--- src/rtl/i2s_receiver.sv ---
// I2S receiver: recovers slot timing from LRCLK, verifies frame length before trusting it,
// and publishes left/right samples together as a stereo pair.
module i2s_receiver #(
  parameter int DATA_WIDTH = 24,
  parameter int SLOT_WIDTH = 32
) (
  input  logic                  BCLK,
  input  logic                  RESETN,
  input  logic                  LRCLK,
  input  logic                  SDATA,
  output logic [DATA_WIDTH-1:0] LEFT_DATA,
  output logic [DATA_WIDTH-1:0] RIGHT_DATA,
  output logic                  SAMPLE_VALID,
  output logic                  LOCKED,
  output logic                  FRAME_ERROR
);

  localparam int CNT_MAX = 2*SLOT_WIDTH - 1;
  localparam int CW      = $clog2(CNT_MAX + 1);

  typedef enum logic [1:0] {SEARCH, ACQUIRE, LOCK} state_t;

  state_t                state, state_nxt;
  logic                  good_cnt, good_nxt;
  logic                  ferr_nxt;

  logic                  lrclk_d;
  logic                  lr_edge;
  logic [CW-1:0]         cnt_q, cnt;
  logic                  slot_good;
  logic                  shift_en, cap;
  logic                  chan, slot_lock, left_ok;
  logic [DATA_WIDTH-1:0] shreg, word, left_hold;

  assign lr_edge = (LRCLK != lrclk_d);

  // cnt is the position of the current BCLK within the slot (edge cycle = 0, MSB = 1);
  // cnt_q holds the previous position, so on an edge it is the last position of the old slot.
  always_comb begin
    cnt = cnt_q;
    if (lr_edge)
      cnt = '0;
    else if (cnt_q != CW'(CNT_MAX))
      cnt = cnt_q + 1'b1;
  end

  assign slot_good = (cnt_q == CW'(SLOT_WIDTH - 1));
  assign shift_en  = !lr_edge && (cnt <= CW'(DATA_WIDTH));
  assign cap       = !lr_edge && (cnt == CW'(DATA_WIDTH));
  assign word      = {shreg[DATA_WIDTH-2:0], SDATA};

  always_comb begin
    state_nxt = state;
    good_nxt  = good_cnt;
    ferr_nxt  = 1'b0;
    if (lr_edge) begin
      case (state)
        SEARCH: begin
          state_nxt = ACQUIRE;
          good_nxt  = 1'b0;
        end
        ACQUIRE: begin
          if (slot_good) begin
            if (good_cnt) begin
              state_nxt = LOCK;
              good_nxt  = 1'b0;
            end else begin
              good_nxt  = 1'b1;
            end
          end else begin
            good_nxt = 1'b0;
          end
        end
        LOCK: begin
          if (!slot_good) begin
            state_nxt = ACQUIRE;
            good_nxt  = 1'b0;
            ferr_nxt  = 1'b1;
          end
        end
        default: begin
          state_nxt = SEARCH;
          good_nxt  = 1'b0;
        end
      endcase
    end
  end

  always_ff @(posedge BCLK) begin
    if (!RESETN) begin
      state       <= SEARCH;
      good_cnt    <= 1'b0;
      LOCKED      <= 1'b0;
      FRAME_ERROR <= 1'b0;
    end else begin
      state       <= state_nxt;
      good_cnt    <= good_nxt;
      LOCKED      <= (state_nxt == LOCK);
      FRAME_ERROR <= ferr_nxt;
    end
  end

  // Loading lrclk_d during reset keeps release from looking like an edge.
  always_ff @(posedge BCLK) begin
    if (!RESETN) begin
      lrclk_d      <= LRCLK;
      cnt_q        <= '0;
      chan         <= 1'b0;
      slot_lock    <= 1'b0;
      left_ok      <= 1'b0;
      shreg        <= '0;
      left_hold    <= '0;
      LEFT_DATA    <= '0;
      RIGHT_DATA   <= '0;
      SAMPLE_VALID <= 1'b0;
    end else begin
      lrclk_d      <= LRCLK;
      cnt_q        <= cnt;
      SAMPLE_VALID <= 1'b0;

      if (lr_edge) begin
        chan      <= LRCLK;
        slot_lock <= (state_nxt == LOCK);
        shreg     <= '0;
      end else if (shift_en) begin
        shreg <= word;
      end

      // Leaving LOCK only happens on an edge, so it never collides with a capture.
      if (state == LOCK && state_nxt != LOCK) begin
        left_ok <= 1'b0;
      end else if (cap && slot_lock) begin
        if (!chan) begin
          left_hold <= word;
          left_ok   <= 1'b1;
        end else if (left_ok) begin
          LEFT_DATA    <= left_hold;
          RIGHT_DATA   <= word;
          SAMPLE_VALID <= 1'b1;
          left_ok      <= 1'b0;
        end
      end
    end
  end

endmodule

--- config.mk ---
export PLATFORM = sky130hd
export DESIGN_NAME = i2s_receiver
export DESIGN_NICKNAME = d
export VERILOG_FILES = /design/src/rtl/i2s_receiver.sv
export SDC_FILE = /design/constraint.sdc
export NUM_CORES = 1
export LEC_CHECK = 0
export BUFFER_PORTS_ARGS = -buffer_cell sky130_fd_sc_hd__buf_4
export CAP_MARGIN = 0
export CORE_AREA = 2 2 88 90
export DETAILED_ROUTE_END_ITERATION = 10
export DIE_AREA = 0 0 90 92
export PLACE_DENSITY_LB_ADDON = 0.3
export SLEW_MARGIN = 20
export SYNTH_ARGS = -nofsm -noshare
export SYNTH_HDL_FRONTEND = slang
export SYNTH_SLANG_ARGS = --single-unit
--- constraint.sdc ---
create_clock -name BCLK -period 4.6 [get_ports BCLK]
set_input_delay 0.23 -clock BCLK [delete_from_list [all_inputs] [get_ports BCLK]]
set_output_delay 0.23 -clock BCLK [all_outputs]
set_load 0.05 [all_outputs]
After elaboration in Yosys (flattened, before gate mapping)
Cells that the tools add are included.
Cells by class
  add/subtract/negate cells: 1
  magnitude comparators: 1
  equality and inequality tests: 9
  muxes and demuxes: 14
  bitwise gates (word level): 4
  reductions and logical operators: 13
Operators by type and width (number)
  $eq A6 B5 Y1 const B: 2
  $mux W6: 2
  $mux W2: 4
  $add A6 B1 Y6 const B: 1
  $le A6 B5 Y1 const B: 1
  $mux W1: 6
  $ne A6 B6 Y1 const B: 1
  $pmux W2 S3: 1
  $reduce_and A3 Y1: 2
  $eq A2 B2 Y1 const B: 2
  $logic_and A1 B1 Y1: 4
  $ne A2 B2 Y1 const B: 2
  $not A1 Y1: 4
  $reduce_and A4 Y1: 1
  $reduce_or A2 Y1: 2
  $reduce_or A4 Y1: 1
  $eq A2 B1 Y1 const B: 1
  $logic_not A2 Y1: 1
  $pmux W1 S2: 1
  $reduce_and A2 Y1: 1
  $logic_not A1 Y1: 1
  $ne A1 B1 Y1: 1
Storage, ports and cells
  flip-flop bits (word level): 111
  input bits: 4
  output and inout bits: 51

Depth between registers and ports, before layout
  word-level depth: 8
  gate-level depth with buffers: 10

Worst setup path after synthesis
No wires, ideal clock.
  kind: register to register
  start: register cnt_q[1]
  end: register shreg[10]
  arrival: 2245 ps
  required time: 4528 ps
  slack: 2284 ps
  cell stages (with the launch flop): 11
  buffers on the path: 3
  path through: dfxtp_1 -> ha_1 -> buf_2 -> nand4_4 -> or2_1 -> buf_6 -> or3_1 -> a21o_1 -> a21boi_4 -> buf_6 -> mux2i_1
On the way
  word-level cells in the longest chain between the ends: 5
Ends and longest elaborated chain
  from (decl): line 29  | logic [CW-1:0] cnt_q, cnt;
  from (signal assigned): line 118  | cnt_q <= cnt;
  $add A6 B1 Y6 / $ne A6 B6 Y1 (equally long branches): line 44, 43
  $mux W6 *: line 43  | else if (cnt_q != CW'(CNT_MAX))
  $mux W6 *: line 41  | if (lr_edge)
  $le A6 B5 Y1 *: line 48  | assign shift_en = !lr_edge && (cnt <= CW'(DATA_WIDTH));
  $logic_and A1 B1 Y1 *: line 48
  to (signal assigned): line 126  | shreg <= word;
  to (decl): line 33  | logic [DATA_WIDTH-1:0] shreg, word, left_hold;
Every way passes the cells marked *; elsewhere a longest branch is shown, timed or not.
A chain may end at the register's enable or synchronous reset.

Worst setup path after layout
  start: register cnt_q[0]
  end: register LEFT_DATA[9]
On the way
  word-level cells in the longest chain between the ends: 8
Ends and longest elaborated chain
  branches (longest 7 deep; another with $add A6 B1 Y6)
  $reduce_and A4 Y1 (no line) *
  to (signal assigned): line 137  | LEFT_DATA <= left_hold;
  to (decl): line 11  | output logic [DATA_WIDTH-1:0] LEFT_DATA,
Mark *: on every way between the ends.

==> qor.csv <==
stage,metric,value,unit
drt,Detail Route Antenna Nets,0,
pwr,Net Sw Power,0.3496,mW
setup_path,"Data arrival, critical path",3280,ps
yosys,Synth warnings,0,
setup_path,worst path required time,4900,ps
setup_path,CP Class,reg2reg,
finish,Filler cells,656,
finish,layout cells sized above 1,0.1437,
clock_network,CTS sink cnt,111,
clock_network,TritonCTS clock tree,built,
yosys,#FFs+latches synth,111,
drt,TritonRoute pass-1 iters,4,
die,Core Area,7447,um2
clock_network,Post-CTS Setup Repair Bufs,0,
finish,number of diodes,0,
pwr,switching share of power,0.2201,
drt,DRC,0,
sta,Max Freq,335.7,MHz
global_route,largest net degree at the start of global routing,84,
finish,most frequent cells in the layout,"176 x nand2_1, 111 x dfxtp_1, 72 x a21boi_1",
placement,placed cell area,4733,um2
pwr,total power,1.588,mW
sta,minimum clock period,2979,ps
sta,Fin. Hold Viols,0,
clock_network,cts bufs inserted,9,
placement,IO buf count,54,
yosys,cells after synthesis,493,
sta,Pins Over Slew Limit,0,
drt,Via-to-Cell Ratio,5.187,
finish,Layout Area Growth over Synthesis,12.45,%
pwr,Peak VDD IR,0.1591,mV
clock_network,hold buffers post-CTS,0,
yosys,Synth area leaders,"dfxtp_1 51%, nand2_1 15%, a21boi_1 12%",
global_route,global-route wire length before repair,13860,um
clock_network,worst-skew pair later-pin latency,370,ps
die,die width,90,um
sta,unrepaired setup endpoints after global routing,false,
finish,final net count,530,
drt,final wirelength,8274,um
die,num ports,55,
clock_network,H-Tree Depth,3,
yosys,Mapped Area,4382,um2
sta,relative slew slack,0.3618,
drt,DR vias,3273,
clock_network,CTS Buffer Depth,2,
pwr,Flop pwr share,0.611,
clock_network,clock root cell,clkbuf_8,
global_route,global route total overflow,0,
worst_hold_path,hold crit path type,in2reg,
sta,period utilisation layout,0.6476,
outcome,status,completed,
setup_path,crit start category,flop,
yosys,"Net Count, Synth",498,
global_route,initial antenna violation count,0,
drt,Iteration-0 DRC Markers,133,
sta,Worst Skew,17.03,ps
global_route,vias in the first global route,3025,
yosys,Yosys top cell area share,0.5071,
yosys,sequential area share after synthesis,0.5071,
global_route,gr usage total,0.2016,
sta,final setup fails,0,
pwr,Pint,1.239,mW
yosys,Avg Inst Size Synth,8.888,um2
die,row count,32,
yosys,Synth area leader,dfxtp_1,
die,Die Span Y,92,um
die,Initial Util,0.5884,
sta,setup TNS,0,ps
pwr,Pwr Density,322.4,nW/um2
clock_network,Worst-path clk slew,100,ps
finish,"most common cell after layout, fill and taps aside",nand2_1,
clock_network,post-cts resize count,0,
sta,hold_ws,16.14,ps
job,max-capacitance violation count,0,
pwr,Pleak,1.974,nW
placement,global placement routability congestion,0.7946,
placement,DPL Wire Length,5465,um
setup_path,largest fanout on the critical path,31,
die,die area,8280,um2
pwr,combinational group share of total power,0.027,
finish,Final Cell Area,4927,um2
finish,fin util,0.6616,
setup_path,crit end category,flop,
drt,wire length per cell,13.11,um
yosys,post-synthesis cell type count,45,
pwr,Clock Power Share,0.362,
sta,worst slew pin tran,954.9,ps
==> synthesized netlist by cell type, drive strengths merged <==
library cell	count
nor4	1
buf	17
nand3	5
o21ai	2
a211oi	1
and2	5
o211ai	1
nand2	176
and3	4
nor3	3
or2	1
a21boi	75
mux2i	24
o221a	1
inv	5
a22o	1
o21a	1
nor2b	4
o311ai	1
o211a	1
a41oi	1
xor2	1
ha	1
o21bai	1
clkbuf	19
xnor2	2
dfxtp	111
a31oi	2
nor3b	1
nor2	10
nand4b	1
nand4	1
a21oi	5
nand2b	1
a21o	3
or3	1
a2111oi	2
maj3	1
==> power groups by stage <==
stage	clock network (mW)	registers, mW	logic, mW
6_report	0.576	0.970	0.0428
5_1_grt	0.626	0.971	0.0468
4_1_cts	0.588	0.970	0.0431
3_5_place_dp	0	0.992	0.0427
3_3_place_gp	0	0.991	0.0416
2_1_floorplan	0	0.989	0.0363
==> cells by family (layout without fill, tap and decap cells) <==
| family | after synthesis | in the layout | synth area share |
|---|---|---|---|
| simple gates | 214 | 214 | 0.2013 |
| buf+inv | 41 | 77 | 0.05083 |
| compound gates | 98 | 98 | 0.1730 |
| fa+ha+maj | 2 | 2 | 0.005140 |
| mux | 24 | 24 | 0.05483 |
| flops | 111 | 111 | 0.5071 |
| xor+xnor | 3 | 3 | 0.007712 |
==> layer usage <==
layer / wire length (um) / part of all wire / vias to the layer above / global-route usage
met2: 3721 / 0.45 / 80 / 0.3158
met1: 4105 / 0.50 / 1505 / 0.2761
li1: - / - / 1678 / -
met5: 0 / 0 / - / 0
met4: 109 / 0.013 / 0 / 0.08846
met3: 338 / 0.041 / 10 / 0.03369
==> worst paths after layout <==
| check | slack, ps | startpoint | depth (start not counted) | endpoint |
|---|---|---|---|---|
| max | 1620 | cnt_q[0]$_SDFF_PN0_ | 7 | LEFT_DATA[9]$_SDFFE_PN0P_ |
| min | 20 | LRCLK | 1 | lrclk_d$_DFF_P_ |
| max reg2reg | 1620 | cnt_q[0]$_SDFF_PN0_ | 7 | LEFT_DATA[9]$_SDFFE_PN0P_ |
| min reg2reg | 450 | left_hold[19]$_SDFFE_PN0P_ | 2 | LEFT_DATA[19]$_SDFFE_PN0P_ |
==> worst max-delay path, stage by stage, from the launching register on <==
cell and delay, ps:
dfxtp_1 490, ha_1 400, a41oi_1 300, a2111oi_4 470, and2_1 580, buf_4 420, nand2_1 110, a21boi_1 160
==> layout make-up <==
class                           instances  area [um2]  share of cell area
Inverter                                5       18.77            0.003809
Timing Repair Buffer                   57       427.9             0.08685
Tap cell                              102       127.6             0.02590
Clock inverter                          5       66.31             0.01346
Sequential cell                       111        2222              0.4510
Multi-Input combinational cell        341        1937              0.3931
Clock buffer                           10       127.6             0.02590
==> state kept, by name, indices dropped and copies added, names as in the netlist, 2 cells and up <==
signal	flops
RIGHT_DATA	24
LEFT_DATA	24
shreg	23
cnt_q	6
state	2
left_hold	24
==> stage by stage <==
step	worst slack [ps]	instances
after floorplan	2284	493
after global placement	1787	616
after detailed placement	1640	616
after CTS	1627	631
after global routing	1357	631
final	1621	631
(Power assumes the default switching activity.)
